<file path="config.mk">
export PLATFORM = sky130hd
export DESIGN_NAME = ffm_pow
export DESIGN_NICKNAME = d
export VERILOG_FILES = /design/src/rtl/fe_pkg.sv /design/src/rtl/ffm_pow.sv
export SDC_FILE = /design/constraint.sdc
export NUM_CORES = 2
export LEC_CHECK = 0
export ABC_CLOCK_PERIOD_IN_PS = 2400
export BUFFER_PORTS_ARGS = -buffer_cell sky130_fd_sc_hd__buf_4
export CORE_AREA = 2 2 498 500
export CTS_BUF_LIST = sky130_fd_sc_hd__clkbuf_4 sky130_fd_sc_hd__clkbuf_8 sky130_fd_sc_hd__clkbuf_16
export DETAILED_ROUTE_END_ITERATION = 10
export DIE_AREA = 0 0 500 502
export RECOVER_POWER = 100
export SYNTH_ARGS = -nofsm -noshare
export SYNTH_HDL_FRONTEND = slang
export SYNTH_SLANG_ARGS = --single-unit
</file>
<file path="constraint.sdc">
create_clock -name clk -period 2.4 [get_ports clk]
set_input_delay 0.12 -clock clk [delete_from_list [all_inputs] [get_ports clk]]
set_output_delay 0.12 -clock clk [all_outputs]
set_load 0.01 [all_outputs]
</file>
<file path="src/rtl/fe_pkg.sv">
// Shared Curve25519 field definitions: element width, the prime, the
// default inversion exponent, an MSB-index helper and the state encoding
// of the exponentiation controller.
package fe_pkg;

    localparam int FE_WIDTH = 255;

    // p = 2^255 - 19
    localparam logic [FE_WIDTH-1:0] FE_P =
        255'h7fffffffffffffff_ffffffffffffffff_ffffffffffffffff_ffffffffffffffed;

    // p - 2: Fermat exponent, x^(p-2) = x^-1 mod p
    localparam logic [FE_WIDTH-1:0] FE_P_MINUS_2 =
        255'h7fffffffffffffff_ffffffffffffffff_ffffffffffffffff_ffffffffffffffeb;

    typedef enum logic [2:0] {
        ST_IDLE,
        ST_SQR_REQ,
        ST_SQR_WAIT,
        ST_MUL_REQ,
        ST_MUL_WAIT,
        ST_DONE
    } pow_state_t;

    // Index of the most significant set bit; 0 when exp is 0 or 1.
    function automatic int fe_msb_index(input logic [FE_WIDTH-1:0] exp);
        int msb;
        msb = 0;
        for (int i = 0; i < FE_WIDTH; i++) begin
            if (exp[i]) msb = i;
        end
        return msb;
    endfunction

endpackage

</file>
<file path="src/rtl/ffm_pow.sv">
// Left-to-right square-and-multiply exponentiation x^EXP mod p for the
// Curve25519 field. All arithmetic is delegated to an external ffm
// multiplier through the mul_* handshake; this block only sequences it.
// Optional feature macro: FFM_POW_OPCNT_EN adds the op_count output
// (number of multiplier operations issued by the last exponentiation).
module ffm_pow
    import fe_pkg::*;
#(
    parameter int               WIDTH = FE_WIDTH,
    parameter logic [WIDTH-1:0] EXP   = WIDTH'(FE_P_MINUS_2)
) (
    input  logic             clk,
    input  logic             rst,
    input  logic             start,
    input  logic [WIDTH-1:0] x,
    output logic [WIDTH-1:0] result,
    output logic             valid,
    output logic             busy,
    output logic             mul_start,
    output logic [WIDTH-1:0] mul_a,
    output logic [WIDTH-1:0] mul_b,
    input  logic [WIDTH-1:0] mul_result,
    input  logic             mul_valid
`ifdef FFM_POW_OPCNT_EN
    ,
    output logic [15:0]      op_count
`endif
);

    // Position of the leading exponent bit; it is consumed by acc <= x.
    localparam logic [7:0] TOP      = 8'(fe_msb_index(FE_WIDTH'(EXP)));
    localparam logic       EXP_ZERO = (EXP == '0);

    pow_state_t       state_reg, state_next;
    logic [WIDTH-1:0] acc_reg, acc_next;
    logic [WIDTH-1:0] x_reg, x_next;
    logic [7:0]       idx_reg, idx_next;
    logic [WIDTH-1:0] result_reg;
    logic             valid_reg;

    // State and datapath registers; result/valid are published the cycle
    // after DONE so both appear together.
    always_ff @(posedge clk or negedge rst) begin
        if (!rst) begin
            state_reg  <= ST_IDLE;
            acc_reg    <= '0;
            x_reg      <= '0;
            idx_reg    <= '0;
            result_reg <= '0;
            valid_reg  <= 1'b0;
        end else begin
            state_reg <= state_next;
            acc_reg   <= acc_next;
            x_reg     <= x_next;
            idx_reg   <= idx_next;
            valid_reg <= (state_reg == ST_DONE);
            if (state_reg == ST_DONE) begin
                result_reg <= acc_reg;
            end
        end
    end

    // Next-state logic and multiplier request decode. Operands are driven
    // from acc/x_reg through the whole wait state, and acc only changes on
    // the mul_valid edge, so they stay stable for the multiplier.
    always_comb begin
        state_next = state_reg;
        acc_next   = acc_reg;
        x_next     = x_reg;
        idx_next   = idx_reg;
        mul_start  = 1'b0;
        mul_a      = '0;
        mul_b      = '0;
        case (state_reg)
            ST_IDLE: begin
                if (start) begin
                    x_next   = x;
                    acc_next = x;
                    if (EXP_ZERO) begin
                        acc_next   = WIDTH'(1);
                        state_next = ST_DONE;
                    end else if (TOP == 8'd0) begin
                        state_next = ST_DONE;
                    end else begin
                        idx_next   = TOP - 8'd1;
                        state_next = ST_SQR_REQ;
                    end
                end
            end
            ST_SQR_REQ: begin
                mul_start  = 1'b1;
                mul_a      = acc_reg;
                mul_b      = acc_reg;
                state_next = ST_SQR_WAIT;
            end
            ST_SQR_WAIT: begin
                mul_a = acc_reg;
                mul_b = acc_reg;
                if (mul_valid) begin
                    acc_next = mul_result;
                    if (EXP[idx_reg]) begin
                        state_next = ST_MUL_REQ;
                    end else if (idx_reg == 8'd0) begin
                        state_next = ST_DONE;
                    end else begin
                        idx_next   = idx_reg - 8'd1;
                        state_next = ST_SQR_REQ;
                    end
                end
            end
            ST_MUL_REQ: begin
                mul_start  = 1'b1;
                mul_a      = acc_reg;
                mul_b      = x_reg;
                state_next = ST_MUL_WAIT;
            end
            ST_MUL_WAIT: begin
                mul_a = acc_reg;
                mul_b = x_reg;
                if (mul_valid) begin
                    acc_next = mul_result;
                    if (idx_reg == 8'd0) begin
                        state_next = ST_DONE;
                    end else begin
                        idx_next   = idx_reg - 8'd1;
                        state_next = ST_SQR_REQ;
                    end
                end
            end
            ST_DONE: begin
                state_next = ST_IDLE;
            end
            default: begin
                state_next = ST_IDLE;
            end
        endcase
    end

    assign result = result_reg;
    assign valid  = valid_reg;
    // Busy covers the whole run including the cycle valid is shown.
    assign busy   = (state_reg != ST_IDLE) || valid_reg;

`ifdef FFM_POW_OPCNT_EN
    logic [15:0] op_count_reg;

    // Operation counter: restarts on accept, stops moving once idle.
    always_ff @(posedge clk or negedge rst) begin
        if (!rst) begin
            op_count_reg <= '0;
        end else if (state_reg == ST_IDLE && start) begin
            op_count_reg <= '0;
        end else if (mul_start) begin
            op_count_reg <= op_count_reg + 16'd1;
        end
    end

    assign op_count = op_count_reg;
`endif

endmodule

</file>
== After elaboration in Yosys (flattened, before gate mapping) ==
Memory sizes are Yosys's and may differ from the RTL's.
Index checks and enable logic that the tools add are counted.
Widths: inputs -> output; s select.
Word-level totals
  bits in read-only memories: 256
  output and inout bits: 768
  register bits after elaboration: 777
  memories: 1
  logic and storage cells: 53
Memories
  (name not given): words 256, width 1, rd ports 1, clocked after memory_dff 0, write ports 0, RTL line ffm_pow.sv:101  | if (EXP[idx_reg]) begin
Operators by class
  add/subtract/negate cells: 1
  multiplexer cells: 19
  $lt $le $gt $ge: 1
  reductions and logical operators: 15
  equal/unequal tests: 10
Operators by type and width (count)
  $pmux 255 s2: 2
  $mux 255: 3
  $mux 8: 5
  $pmux 8 s3: 1
  $mux 3: 5
  $pmux 3 s5: 1
  $lt 8x9->1 const B: 1
  $logic_not 8->1: 1
  $ne 2x2->1 const B: 4
  $reduce_or 2->1: 4
  $sub 8x1->8 const B: 1
  $eq 3x2->1 const B: 2
  $eq 3x3->1 const B: 2
  $reduce_and 3->1: 2
  $reduce_bool 3->1: 2
  $reduce_and 5->1: 1
  $reduce_or 4->1: 1
  $eq 3x1->1 const B: 1
  $logic_not 3->1: 1
  $mux 1: 2
  $ne 2x1->1 const B: 1
  $reduce_and 2->1: 1
  $reduce_bool 2->1: 1
  $logic_or 1x1->1: 1

== Depth between registers and ports, before layout ==
  depth in word-level cells: 5
  depth in mapped cells: 9
  mapped depth without buffers: 7

== Least setup slack after synthesis ==
Ideal clock, no wire load.
  path kind: register to register
  from: reg idx_reg[3]
  to: reg idx_reg[2]
  setup slack: 0.209 ns
  buffers on the path: 2
  cell stages (with the launch flop): 8
  arrival: 2.054 ns
  cells stage by stage: dfrtp_1 > or4_1 > buf_2 > or4_4 > and4_4 > buf_6 > a21oi_1 > o21ai_1
Between the ends
  cells in the longest elaborated chain, start to end: 5
  elaborated cells on any way between the ends: 10
  classes of those cells: 1 x eq/ne; 6 x mux; 2 x reduce/logical; 1 x memory
Ends and longest elaborated chain
  start, declared: RTL line ffm_pow.sv:37  | logic [7:0] idx_reg, idx_next;
  start signal, assigned: RTL line ffm_pow.sv:55  | idx_reg <= idx_next;
  parallel branches: the longest is 5 deep, another holds $mem_v2 256x1
Parallel ways; which one is timed is not known. The select of a mux whose other input is x is not followed.
A chain may end at the register's enable or synchronous reset.

== Worst setup path in the final report ==
  from: reg state_reg[1]
  to: reg result_reg[128], in the netlist result[128]
Between the ends
  cells in the longest elaborated chain, start to end: 1
Ends and longest elaborated chain
  start, declared: RTL line ffm_pow.sv:34  | pow_state_t state_reg, state_next;
  start signal, assigned: RTL line ffm_pow.sv:52  | state_reg <= state_next;
  $eq 3x3->1: RTL line ffm_pow.sv:57  | if (state_reg == ST_DONE) begin
  end signal, assigned: RTL line ffm_pow.sv:58  | result_reg <= acc_reg;
  end, declared: RTL line ffm_pow.sv:38  | logic [WIDTH-1:0] result_reg;
No other way between the ends.

==> flow_summary_export.csv <==
group,metric,value,unit
setup_path,setup.worst_path.end_class,"flop",
final_layout,area_delta_synth_final,73.8,%
timing,drv_slew,8,
detailed_routing,finalWirelength,239000,um
detailed_routing,wl_per_cell,26.0,um
synthesis,synth_top_area_share,55.0,%
setup_path,reg2reg_depth,8,
setup_path,crit_type,"flop to flop",
setup_path,critPathRequiredTime,3.02,ns
clock_network,cts_max_path_buffers,3,
place,dp.cells,8339,
global_routing,grt_usage,17.9,%
synthesis,synthCells,3944,
timing,clock.fmax,0.378,GHz
global_routing,grt_pass1_vias,37818,
timing,setup_slack,-0.245,ns
setup_path,regToRegSetupSlack,-0.25,ns
place,dp_hpwl,177000,um
floorplanning,die_h,502,um
flow_run,max_cap_viol_count,1,
global_routing,grt_max_degree,96,
setup_path,reg2reg_from,"state_reg[1]",
setup_path,crit_path_top_delay_cell,"clkinv_2",
timing,tightest_slew,2.31,ns
setup_path,path_buf_inv,4,
pwr,power.density,1790,mW/mm2
pwr,ir_worst_vdd,1.10,mV
clock_network,cts_made_buffers,95,
final_layout,layout_common_cells,"nand2_1 (1533), buf_4 (946), dfrtp_1 (774)",
setup_path,cp.depth,8,
floorplanning,die_w,500,um
clock_network,clock_latency,0.75,ns
detailed_routing,drt.antenna.violating_nets,0,
setup_path,critPathTopFamily,"buffers and inverters",
setup_path,cp-endpoint,"result[128]",
setup_path,path_max_fanout,19,
setup_path,start_kind,"flop",
synthesis,synth.lib_cells_used.distinct,35,
floorplanning,dieArea,0.251,mm2
place,pre_cts_ws,0.0448,ns
clock_network,tritoncts,"built",
pwr,leakage,29.2,nW
worst_hold_path,hold_path_class,"primary input to flop",
synthesis,syn_area_per_cell,8.97,um2
detailed_routing,dr_total_vias,38251,
synthesis,yosysWarnings,0,
final_layout,final_util,25.1,%
synthesis,syn_area,0.0354,mm2
run_status,failed_checks,"max-capacitance violations, max-slew violations, negative setup slack",
global_routing,antenna_found_initial,109,
timing,slew_headroom,-53.9,%
clock_network,clk_pin_slew_worst_paths,0.07,ns
clock_network,ctsHtreeMaxLevel,3,
setup_path,cp_common_cell,"buf_4",
global_routing,grt_first_pass_wirelength,316000,um
detailed_routing,vias_per_cell,4.16,
setup_path,r2r_end,"result[128]",
final_layout,final.fill_count,26463,
timing,fin_hold_ws,0.112,ns
floorplanning,coreArea,0.245,mm2
floorplanning,rows,182,
pwr,p_total,110,mW
setup_path,crit_chain,"nand2b_4 -> buf_4 -> buf_4 -> or2_4 -> clkinv_2 -> buf_4 -> nand2_1 -> nand2_1",
clock_network,clock_sinks,777,
floorplanning,ioPinCount,1282,
detailed_routing,first_iter_violations,3377,
timing,rsz0062_at_grt,"true",
setup_path,cp.arrival,3.27,ns
floorplanning,start_util,14.4,%
synthesis,synthTopCellsByArea,"dfrtp_1 (55%), nand2_1 (16%), mux2i_1 (7.3%)",
synthesis,yosys.area.top_type,"dfrtp_1",
timing,min_period,2.65,ns
global_routing,grt-ovfl-total,0,
timing,setup_violations,931,
synthesis,synth_fp_nets,4461,
run_status,status,"complete, but fails checks",
final_layout,multi_input_area,0.0155,mm2
final_layout,drive_gt1_share,28.5,%
detailed_routing,drc,0,
detailed_routing,drt_pre_antenna_iters,6,
final_layout,num-nets-final,6356,
clock_network,cts_root_buffer,"clkbuf_16",
setup_path,max_stage_delay,0.66,ns
timing,min_period_over_period,110,%
place,gp_congestion,0.950,
final_layout,final_common_cell,"nand2_1",
timing,hold_violations,0,
final_layout,instances_no_fill,9197,
synthesis,synth-seq-area-share,55.0,%
timing,finalClockSkew,0.0526,ns
place,io_buffers,1281,
setup_path,crit_path_start,"state_reg[1]",
final_layout,seq_area,0.0194,mm2
synthesis,ys_ff_latch,777,
repair_timing:
action                                  CTS  global route
setup buffers                            48            17
gates cloned                             28            24
endpoints found under the setup margin  511           512
gates resized for setup                 166           295
hold buffers                            515             0
hold endpoints to repair                875             0
pin swaps                                48            24
metrics by stage:
stage	instance area, um2	setup TNS (ns)
4_1_cts	60900	-140.18
6_report	61500	-136.07
3_3_place_gp	50200	0
3_5_place_dp	50200	0
5_1_grt	61400	-292.64
2_1_floorplan	35400	0
how the worst min path moves through the flow:
stage	to	start	cells past startpoint
3_3_place_gp	x_reg[56]	rst	1
5_1_grt	x_reg[186]	x[186]	4
3_5_place_dp	acc_reg[56]	rst	1
4_1_cts	x_reg[118]	x[118]	4
2_1_floorplan	acc_reg[0]	rst	0
6_report	x_reg[186]	x[186]	4
worst register-to-register path: stages (launching register included):
cell      delay (ns)
dfrtp_2         0.44
nand2b_4        0.17
buf_4           0.10
buf_4           0.10
or2_4           0.17
clkinv_2        0.66
buf_4           0.54
nand2_1         0.28
nand2_1         0.09
Yosys cell counts:
| library cell | count |
|---|---|
| nand4_1 | 1 |
| or3_1 | 3 |
| nand3_1 | 5 |
| or4_4 | 1 |
| or2_2 | 1 |
| nor2b_1 | 1 |
| o311ai_2 | 1 |
| a22o_1 | 255 |
| mux2i_1 | 258 |
| nor3_1 | 1 |
| and3_4 | 1 |
| and4_4 | 1 |
| nand2b_1 | 3 |
| or4_1 | 2 |
| clkbuf_1 | 237 |
| buf_1 | 28 |
| and3_1 | 1 |
| buf_6 | 1 |
| o311ai_0 | 1 |
| a21boi_1 | 1 |
| nor4b_1 | 1 |
| o21ai_1 | 2 |
| nand3b_1 | 3 |
| a21oi_1 | 259 |
| dfrtp_1 | 777 |
| nand2_1 | 1536 |
| o31ai_1 | 2 |
| xnor2_1 | 2 |
| o21ai_0 | 7 |
| nor2_1 | 263 |
| ha_1 | 3 |
| inv_1 | 5 |
| buf_2 | 23 |
| nor4_1 | 2 |
| and2_1 | 256 |
power breakdown:
| part | total [mW] | switching (mW) | internal, mW | leakage (nW) |
|---|---|---|---|---|
| Sequential | 25.8 | 6.51 | 19.3 | 9.33 |
| Combinational | 68.4 | 35.4 | 33.1 | 18.2 |
| Clock | 15.8 | 6.68 | 9.15 | 1.70 |
final cells by class:
class,instances,share of cell area (%)
flip-flops and latches,777,31.6
repair buffers,2087,30.7
multi-input cells,2873,25.3
well taps,3220,6.55
clock buffers,132,4.57
clock inverters,44,0.991
diodes,59,0.240
inverters,5,0.0366
routing by layer:
layer / global-route usage (%) / routed length, um / part of all wire, %
met1: 22.5 / 96800 / 40
met2: 27.8 / 106000 / 44
met3: 6.99 / 27400 / 11
met4: 6.02 / 8940 / 3.7
met5: 0 / 226 / 0.094
kinds of logic after synthesis:
family	Yosys count	synth area share [%]
and+or+nand+nor	2082	24.1
DFF	777	55.0
AOI/OAI and AO/OA	528	10.2
buffers and inverters	294	3.22
muxes	258	7.30
adders and majority gates	3	0.106
xor gates and xnor gates	2	0.0495
(Power assumes the default switching activity.)
